==> src/rtl/vga_timing_gen.sv <==
// Raster-scan timing for a VGA display: pixel-rate enable, position counters,
// sync/visible decodes and frame/game-rate strobes for object motion.
module vga_timing_gen #(
    parameter int CLK_DIV  = 4,
    parameter int H_SYNC   = 96,
    parameter int H_BACK   = 48,
    parameter int H_ACTIVE = 640,
    parameter int H_FRONT  = 16,
    parameter int V_SYNC   = 2,
    parameter int V_BACK   = 33,
    parameter int V_ACTIVE = 480,
    parameter int V_FRONT  = 10,
    parameter int GAME_DIV = 1
) (
    input  logic       clk,
    input  logic       rst,
    output logic       pix_en,
    output logic [9:0] hCount,
    output logic [9:0] vCount,
    output logic       bright,
    output logic       hSync,
    output logic       vSync,
    output logic       frame_tick,
    output logic       game_tick,
    output logic [7:0] frame_count
);
    localparam int H_TOTAL = H_SYNC + H_BACK + H_ACTIVE + H_FRONT;
    localparam int V_TOTAL = V_SYNC + V_BACK + V_ACTIVE + V_FRONT;
    localparam int DIV_W   = (CLK_DIV > 1) ? $clog2(CLK_DIV) : 1;
    localparam int GDIV_W  = (GAME_DIV > 1) ? $clog2(GAME_DIV) : 1;

    localparam logic [DIV_W-1:0]  DIV_LAST  = DIV_W'(CLK_DIV - 1);
    localparam logic [DIV_W-1:0]  DIV_ONE   = DIV_W'(1);
    localparam logic [GDIV_W-1:0] GAME_LAST = GDIV_W'(GAME_DIV - 1);
    localparam logic [GDIV_W-1:0] GAME_ONE  = GDIV_W'(1);
    localparam logic [9:0]        H_LAST    = 10'(H_TOTAL - 1);
    localparam logic [9:0]        V_LAST    = 10'(V_TOTAL - 1);

    // Decode bounds are 11 bits so a window ending exactly at 1024 still compares correctly.
    localparam logic [10:0] H_SYNC_END = 11'(H_SYNC);
    localparam logic [10:0] H_VIS_BEG  = 11'(H_SYNC + H_BACK);
    localparam logic [10:0] H_VIS_END  = 11'(H_SYNC + H_BACK + H_ACTIVE);
    localparam logic [10:0] V_SYNC_END = 11'(V_SYNC);
    localparam logic [10:0] V_VIS_BEG  = 11'(V_SYNC + V_BACK);
    localparam logic [10:0] V_VIS_END  = 11'(V_SYNC + V_BACK + V_ACTIVE);

    logic [DIV_W-1:0]  div_q, div_d;
    logic [9:0]        h_q, h_d;
    logic [9:0]        v_q, v_d;
    logic [GDIV_W-1:0] fcnt_q, fcnt_d;
    logic [7:0]        frame_q, frame_d;
    logic [10:0]       h_x, v_x;
    logic              line_end, frame_end;

    assign h_x       = {1'b0, h_q};
    assign v_x       = {1'b0, v_q};
    assign line_end  = (h_q == H_LAST);
    assign frame_end = line_end && (v_q == V_LAST);

    assign pix_en      = (div_q == DIV_LAST);
    assign frame_tick  = pix_en && frame_end;
    assign game_tick   = frame_tick && (fcnt_q == GAME_LAST);
    assign hSync       = ~(h_x < H_SYNC_END);
    assign vSync       = ~(v_x < V_SYNC_END);
    assign bright      = (h_x >= H_VIS_BEG) && (h_x < H_VIS_END) &&
                         (v_x >= V_VIS_BEG) && (v_x < V_VIS_END);
    assign hCount      = h_q;
    assign vCount      = v_q;
    assign frame_count = frame_q;

    always_comb begin
        div_d   = div_q;
        h_d     = h_q;
        v_d     = v_q;
        fcnt_d  = fcnt_q;
        frame_d = frame_q;
        if (pix_en) begin
            div_d = '0;
            if (line_end) begin
                h_d = '0;
                v_d = (v_q == V_LAST) ? 10'd0 : v_q + 10'd1;
            end else begin
                h_d = h_q + 10'd1;
            end
        end else begin
            div_d = div_q + DIV_ONE;
        end
        if (frame_tick) begin
            frame_d = frame_q + 8'd1;
            fcnt_d  = (fcnt_q == GAME_LAST) ? '0 : fcnt_q + GAME_ONE;
        end
    end

    // Reset wins over any advance that would otherwise happen on the same edge.
    always_ff @(posedge clk) begin
        if (rst) begin
            div_q   <= '0;
            h_q     <= '0;
            v_q     <= '0;
            fcnt_q  <= '0;
            frame_q <= '0;
        end else begin
            div_q   <= div_d;
            h_q     <= h_d;
            v_q     <= v_d;
            fcnt_q  <= fcnt_d;
            frame_q <= frame_d;
        end
    end
endmodule

==> config.mk <==
export PLATFORM = sky130hd
export DESIGN_NAME = vga_timing_gen
export DESIGN_NICKNAME = d
export VERILOG_FILES = /design/src/rtl/vga_timing_gen.sv
export SDC_FILE = /design/constraint.sdc
export NUM_CORES = 1
export LEC_CHECK = 0
export CAP_MARGIN = 20
export CORE_ASPECT_RATIO = 0.5
export CORE_UTILIZATION = 52
export DETAILED_ROUTE_END_ITERATION = 10
export DONT_BUFFER_PORTS = 1
export HOLD_SLACK_MARGIN = 0.03
export PLACE_DENSITY = 0.74
export SYNTH_ARGS = -nofsm -noshare
export SYNTH_HDL_FRONTEND = slang
export SYNTH_SLANG_ARGS = --single-unit
export TNS_END_PERCENT = 20
==> constraint.sdc <==
create_clock -name clk -period 3 [get_ports clk]
set_input_delay 0.6 -clock clk [delete_from_list [all_inputs] [get_ports clk]]
set_output_delay 0.6 -clock clk [all_outputs]
set_load 0.03 [all_outputs]
# Word-level counts from Yosys, hierarchy flattened
# Index checks and enable logic that the tools add are counted.
dict set report totals {
  regBits 31
  latch_bits 0
  mem_bits_rw 0
  mem_bits_ro 0
  inputBits 2
  out_inout_bits 34
  word_cells 33
  mem_count 0
}
dict set report classes {
  n_addsub 5
  n_mul 0
  div_mod_pow 0
  magnitude_cmp 6
  n_eq_ne 3
  n_shift 0
  n_mux 3
  bitwise_logic 3
  n_reduce_logical 8
}
# operator count
set ops {}
lappend ops {{adder 10 x 1 -> 10 bit, second input constant} 2}
lappend ops {{== test 10 bit, second input constant} 2}
lappend ops {{less-than comparator 10 bit, second input constant} 2}
lappend ops {{2-to-1 mux 10 bit} 2}
lappend ops {{greater-or-equal comparator 10 x 6 -> 1 bit, second input constant} 1}
lappend ops {{greater-or-equal comparator 10 x 8 -> 1 bit, second input constant} 1}
lappend ops {{less-than comparator 10 x 2 -> 1 bit, second input constant} 1}
lappend ops {{less-than comparator 10 x 7 -> 1 bit, second input constant} 1}
lappend ops {{adder 8 x 1 -> 8 bit, second input constant} 1}
lappend ops {{logical AND 1 bit} 6}
lappend ops {{inverter 1 bit} 3}
lappend ops {{adder 2 x 1 -> 2 bit, second input constant} 1}
lappend ops {{== test 2 bit, second input constant} 1}
lappend ops {{AND reduction 2 bit} 1}
lappend ops {{OR reduction 2 bit} 1}
lappend ops {{adder 1 bit, second input constant} 1}
lappend ops {{2-to-1 mux 1 bit} 1}

# Longest topological paths before layout
dict set report logic_depth {
  word_depth 4
  depth_mapped 9
  ltp_nobuf 6
}

# Worst setup path before layout
# No wires, ideal clock.
dict set report synth_path {
  path_kind {reg-to-output}
  from {reg div_q[0]}
  to {out game_tick}
  t_arrival_ns 2.688
  t_required_ns 2.400
  setup_slack_ns -0.288
  stages_incl_launch_ff 10
  n_path_buf 5
  cell_sequence {dfxtp_1 > ha_1 > clkbuf_1 > nand4_1 > or3_1 > clkbuf_1 > buf_2 > clkbuf_1 > nor2_1 > buf_4}
}
dict set report synth_between {
  elab_chain_len 3
}
# item line_no
set synth_rtl {}
lappend synth_rtl {{start: declaration} 47} ;# logic [DIV_W-1:0] div_q, div_d;
lappend synth_rtl {{start signal: assignment} 103} ;# div_q <= div_d;
lappend synth_rtl {{== test 2 bit} 60} ;# assign pix_en = (div_q == DIV_LAST);
lappend synth_rtl {{net pix_en} 17} ;# output logic pix_en,
lappend synth_rtl {{logical AND 1 bit} 61} ;# assign frame_tick = pix_en && frame_end;
lappend synth_rtl {{net frame_tick} 23} ;# output logic frame_tick,
lappend synth_rtl {{logical AND 1 bit} 62} ;# assign game_tick = frame_tick && (fcnt_q == GAME_LAST);
lappend synth_rtl {{end: declaration} 24} ;# output logic game_tick,
# The timed path passes the listed nets, and every way through them passes these cells.

# Worst setup path in the final report
dict set report layout_path {
  from {reg v_q[6], in the netlist vCount[6]}
  to {out game_tick}
}
dict set report layout_between {
  elab_chain_len 4
}
# item line_no
set layout_rtl {}
lappend layout_rtl {{start: declaration} 49} ;# logic [9:0] v_q, v_d;
lappend layout_rtl {{start signal: assignment} 105} ;# v_q <= v_d;
lappend layout_rtl {{== test 10 bit} 58} ;# assign frame_end = line_end && (v_q == V_LAST);
lappend layout_rtl {{logical AND 1 bit} 58}
lappend layout_rtl {{logical AND 1 bit} 61}
lappend layout_rtl {{net frame_tick} 23}
lappend layout_rtl {{logical AND 1 bit} 62}
# The timed path passes the listed nets, and every way through them passes these cells.

==> impl_metrics.tcl <==
set metrics [dict create \
    status "finished, final reports clean" \
    cts_root_buffer "clkbuf_8" \
    clk_pin_slew_ns 0.06 \
    core_sq_mm 0.00272 \
    irDropWorstVdd_v 0.000327 \
    die_area_sq_mm 0.00322 \
    fillers 229 \
    grt_max_degree 19 \
    clock_skew_ns 0.00331 \
    ys_dominant_reg_cell "dfxtp_1" \
    h-tree-depth 2 \
    grt_setup_unrepaired "false" \
    hold_path_class "in -> reg" \
    dr.pass1.iters 4 \
    synth.top_cells.by_area "dfxtp_1, ha_1, or4_1, a21oi_1, nand3_1" \
    synth_commonest_cells "dfxtp_1, nor2_1, a21oi_1" \
    hold_ws_ns 0.384 \
    cpMaxStageDelayCell "or4_4" \
    place_inst 222 \
    post-synth-top-count-cell "dfxtp_1" \
    drtIter0Drc 60 \
    path_buf_inv 1 \
    die_y_um 40.6 \
    syn_area_sq_mm 0.00155 \
    vias 1405 \
    start_util_pct 57.2 \
    synth_largest_area_cell "dfxtp_1" \
    drive_gt1_share_pct 10.4 \
    vias_per_cell 6.14 \
    num_rows 13 \
    finalNonFillerCells 229 \
    critPathMaxFanout 12 \
    netlist.area_leader.share_pct 38.7 \
    area_delta_synth_final_pct 11.2 \
    cts_setup_buffers 0 \
    maxSlewHeadroom_pct 61.4 \
    grt_pass1_wl_um 5050 \
    clk-insertion-delay-late_ns 0.28 \
    routedWlPerCell_um 14.5 \
    final-setup-viol-count 0 \
    ctsHoldBuffers 0 \
    max_clock_freq_mhz 362 \
    fin_setup_tns_ns 0 \
    fin_util_pct 63.6 \
    pwr_density_cell_mw_per_mm2 423 \
    io_pins 36 \
    synth_cells 186 \
    dp_hpwl_um 2380 \
    cts_num_sinks 30 \
    fin_ws_ns 0.235 \
    place.gp.congestion 0.738 \
    cts_tree "yes" \
    critPathTopFamily "simple AND/OR/NAND/NOR gates" \
    slew_viol_final 0 \
    cp-start-kind "register" \
    post-route-drc-count 0 \
    grt_use_total_pct 22.0 \
    ys_ff_latch 30 \
    portBuffers 0 \
    pre_cts_ws_ns 0.543 \
    synth_cell_types 36 \
    nets 200 \
    antenna_found_initial 0 \
    tightest_slew_ns 0.578 \
    clockBufferDepth 2 \
    diodes 0 \
    grt_overflow 0 \
    arrival_ns 2.17 \
    path_cells "or4_4 > or3_1 > nor2_4 > buf_12" \
    placed_area_sq_mm 0.00165 \
    finalHoldViolCount 0 \
    total_power_mw 0.731 \
    ant_nets 0 \
    min_period_over_period_pct 92.2 \
    cap_violations 0 \
    cpPeakStageDelay_ns 0.60 \
    synth_nets 194 \
    cts_made_buffers 5 \
    final_cell_area_sq_mm 0.00173 \
    synth-warning-count 0 \
    critPathRequiredTime_ns 2.40 \
    min_period_ns 2.77 \
    ff2ff_setup_slack_ns 0.55 \
    critical_path_class "reg -> out" \
    ys_seq_area_share_pct 38.7 \
    die_w_um 79.3 \
    wirelength_um 3330 \
    first_global_vias 1092 \
    cp-end-kind "primary output" \
    cts_resized 0 \
    async_flop_share_pct 0 \
    syn_area_per_cell_sq_um 8.35 \
    leakage_nw 0.583 \
    synth-edff-count 0 \
]
## flip-flops by register name, indices dropped and copies added, names as in the netlist
name	flops
hCount	10
div_q	2
frame_count	8
vCount	10
## kinds of logic after synthesis
kind of cell,Yosys count,synth area share [%]
AND/OR/NAND/NOR,85,30.5
AO/OA/AOI/OAI,33,13.1
flip-flops,30,38.7
buffers and inverters,18,4.75
XOR/XNOR,13,7.33
adder cells (fa/ha/maj),6,4.83
multiplexers,1,0.725
## path summary, 6_finish.rpt
kind	from	to	cells after the start
worst max register to register	hCount[4]	frame_count[4]	5
worst max-delay path	vCount[6]	game_tick	4
worst min-delay path	rst	hCount[2]	1
worst min register to register	div_q[0]	div_q[0]	1
## cell usage in the layout (no fill, tap or decap)
| master | synthesis | final |
|---|---|---|
| a21o_1 | 1 | 1 |
| nand3b_1 | 2 | 2 |
| nor2b_1 | 1 | 1 |
| clkbuf_1 | 9 | 2 |
| o311a_1 | 1 | 1 |
| nor3b_1 | 1 | 1 |
| nand2b_1 | 2 | 2 |
| o21ai_0 | 5 | 5 |
| and2_1 | 1 | 1 |
| ha_1 | 6 | 6 |
| mux2_2 | 1 | 1 |
| o21a_1 | 1 | 1 |
| and4_1 | 1 | 1 |
| o31ai_1 | 7 | 7 |
| o311ai_0 | 2 | 2 |
| buf_4 | 1 | 10 |
| a21oi_1 | 14 | 14 |
| inv_1 | 6 | 6 |
| nand4_1 | 7 | 7 |
| nor4_1 | 4 | 4 |
| a21boi_0 | 1 | 1 |
| nand4b_1 | 1 | 1 |
| or2_1 | 1 | 1 |
| o22ai_1 | 1 | 1 |
| or3_1 | 6 | 6 |
| or4_4 | 2 | 2 |
| nand2_1 | 9 | 9 |
| dfxtp_1 | 30 | 30 |
| or4_1 | 10 | 10 |
| nor3_1 | 6 | 6 |
| nand3_1 | 13 | 13 |
| xor2_1 | 6 | 6 |
| nor2_1 | 17 | 16 |
| buf_12 | 0 | 1 |
| nor2_4 | 0 | 1 |
| clkbuf_8 | 0 | 5 |
| and3_1 | 1 | 1 |
| xnor2_1 | 7 | 7 |
## final cells by class
type	instances	area, sq um	share of cell area [%]
Multi-Input combinational cell	138	886	51.3
Inverter	6	22.5	1.30
Tap cell	37	46.3	2.68
Sequential cell	30	601	34.8
Clock buffer	7	76.3	4.42
Timing Repair Buffer	11	95.1	5.51
## power by group
group	switching [mW]	internal, mW	leakage (nW)	total, mW
Clock	0.143	0.159	0.0383	0.303
Sequential	0.00194	0.403	0.242	0.405
Combinational	0.0145	0.00858	0.303	0.0231
## metal layers
metal	wire length [um]	GRT usage, %
met1	1630	27.2
met2	1390	34.1
met3	276	9.78
met4	36	10.0
met5	0	0
(Power assumes the default switching activity.)
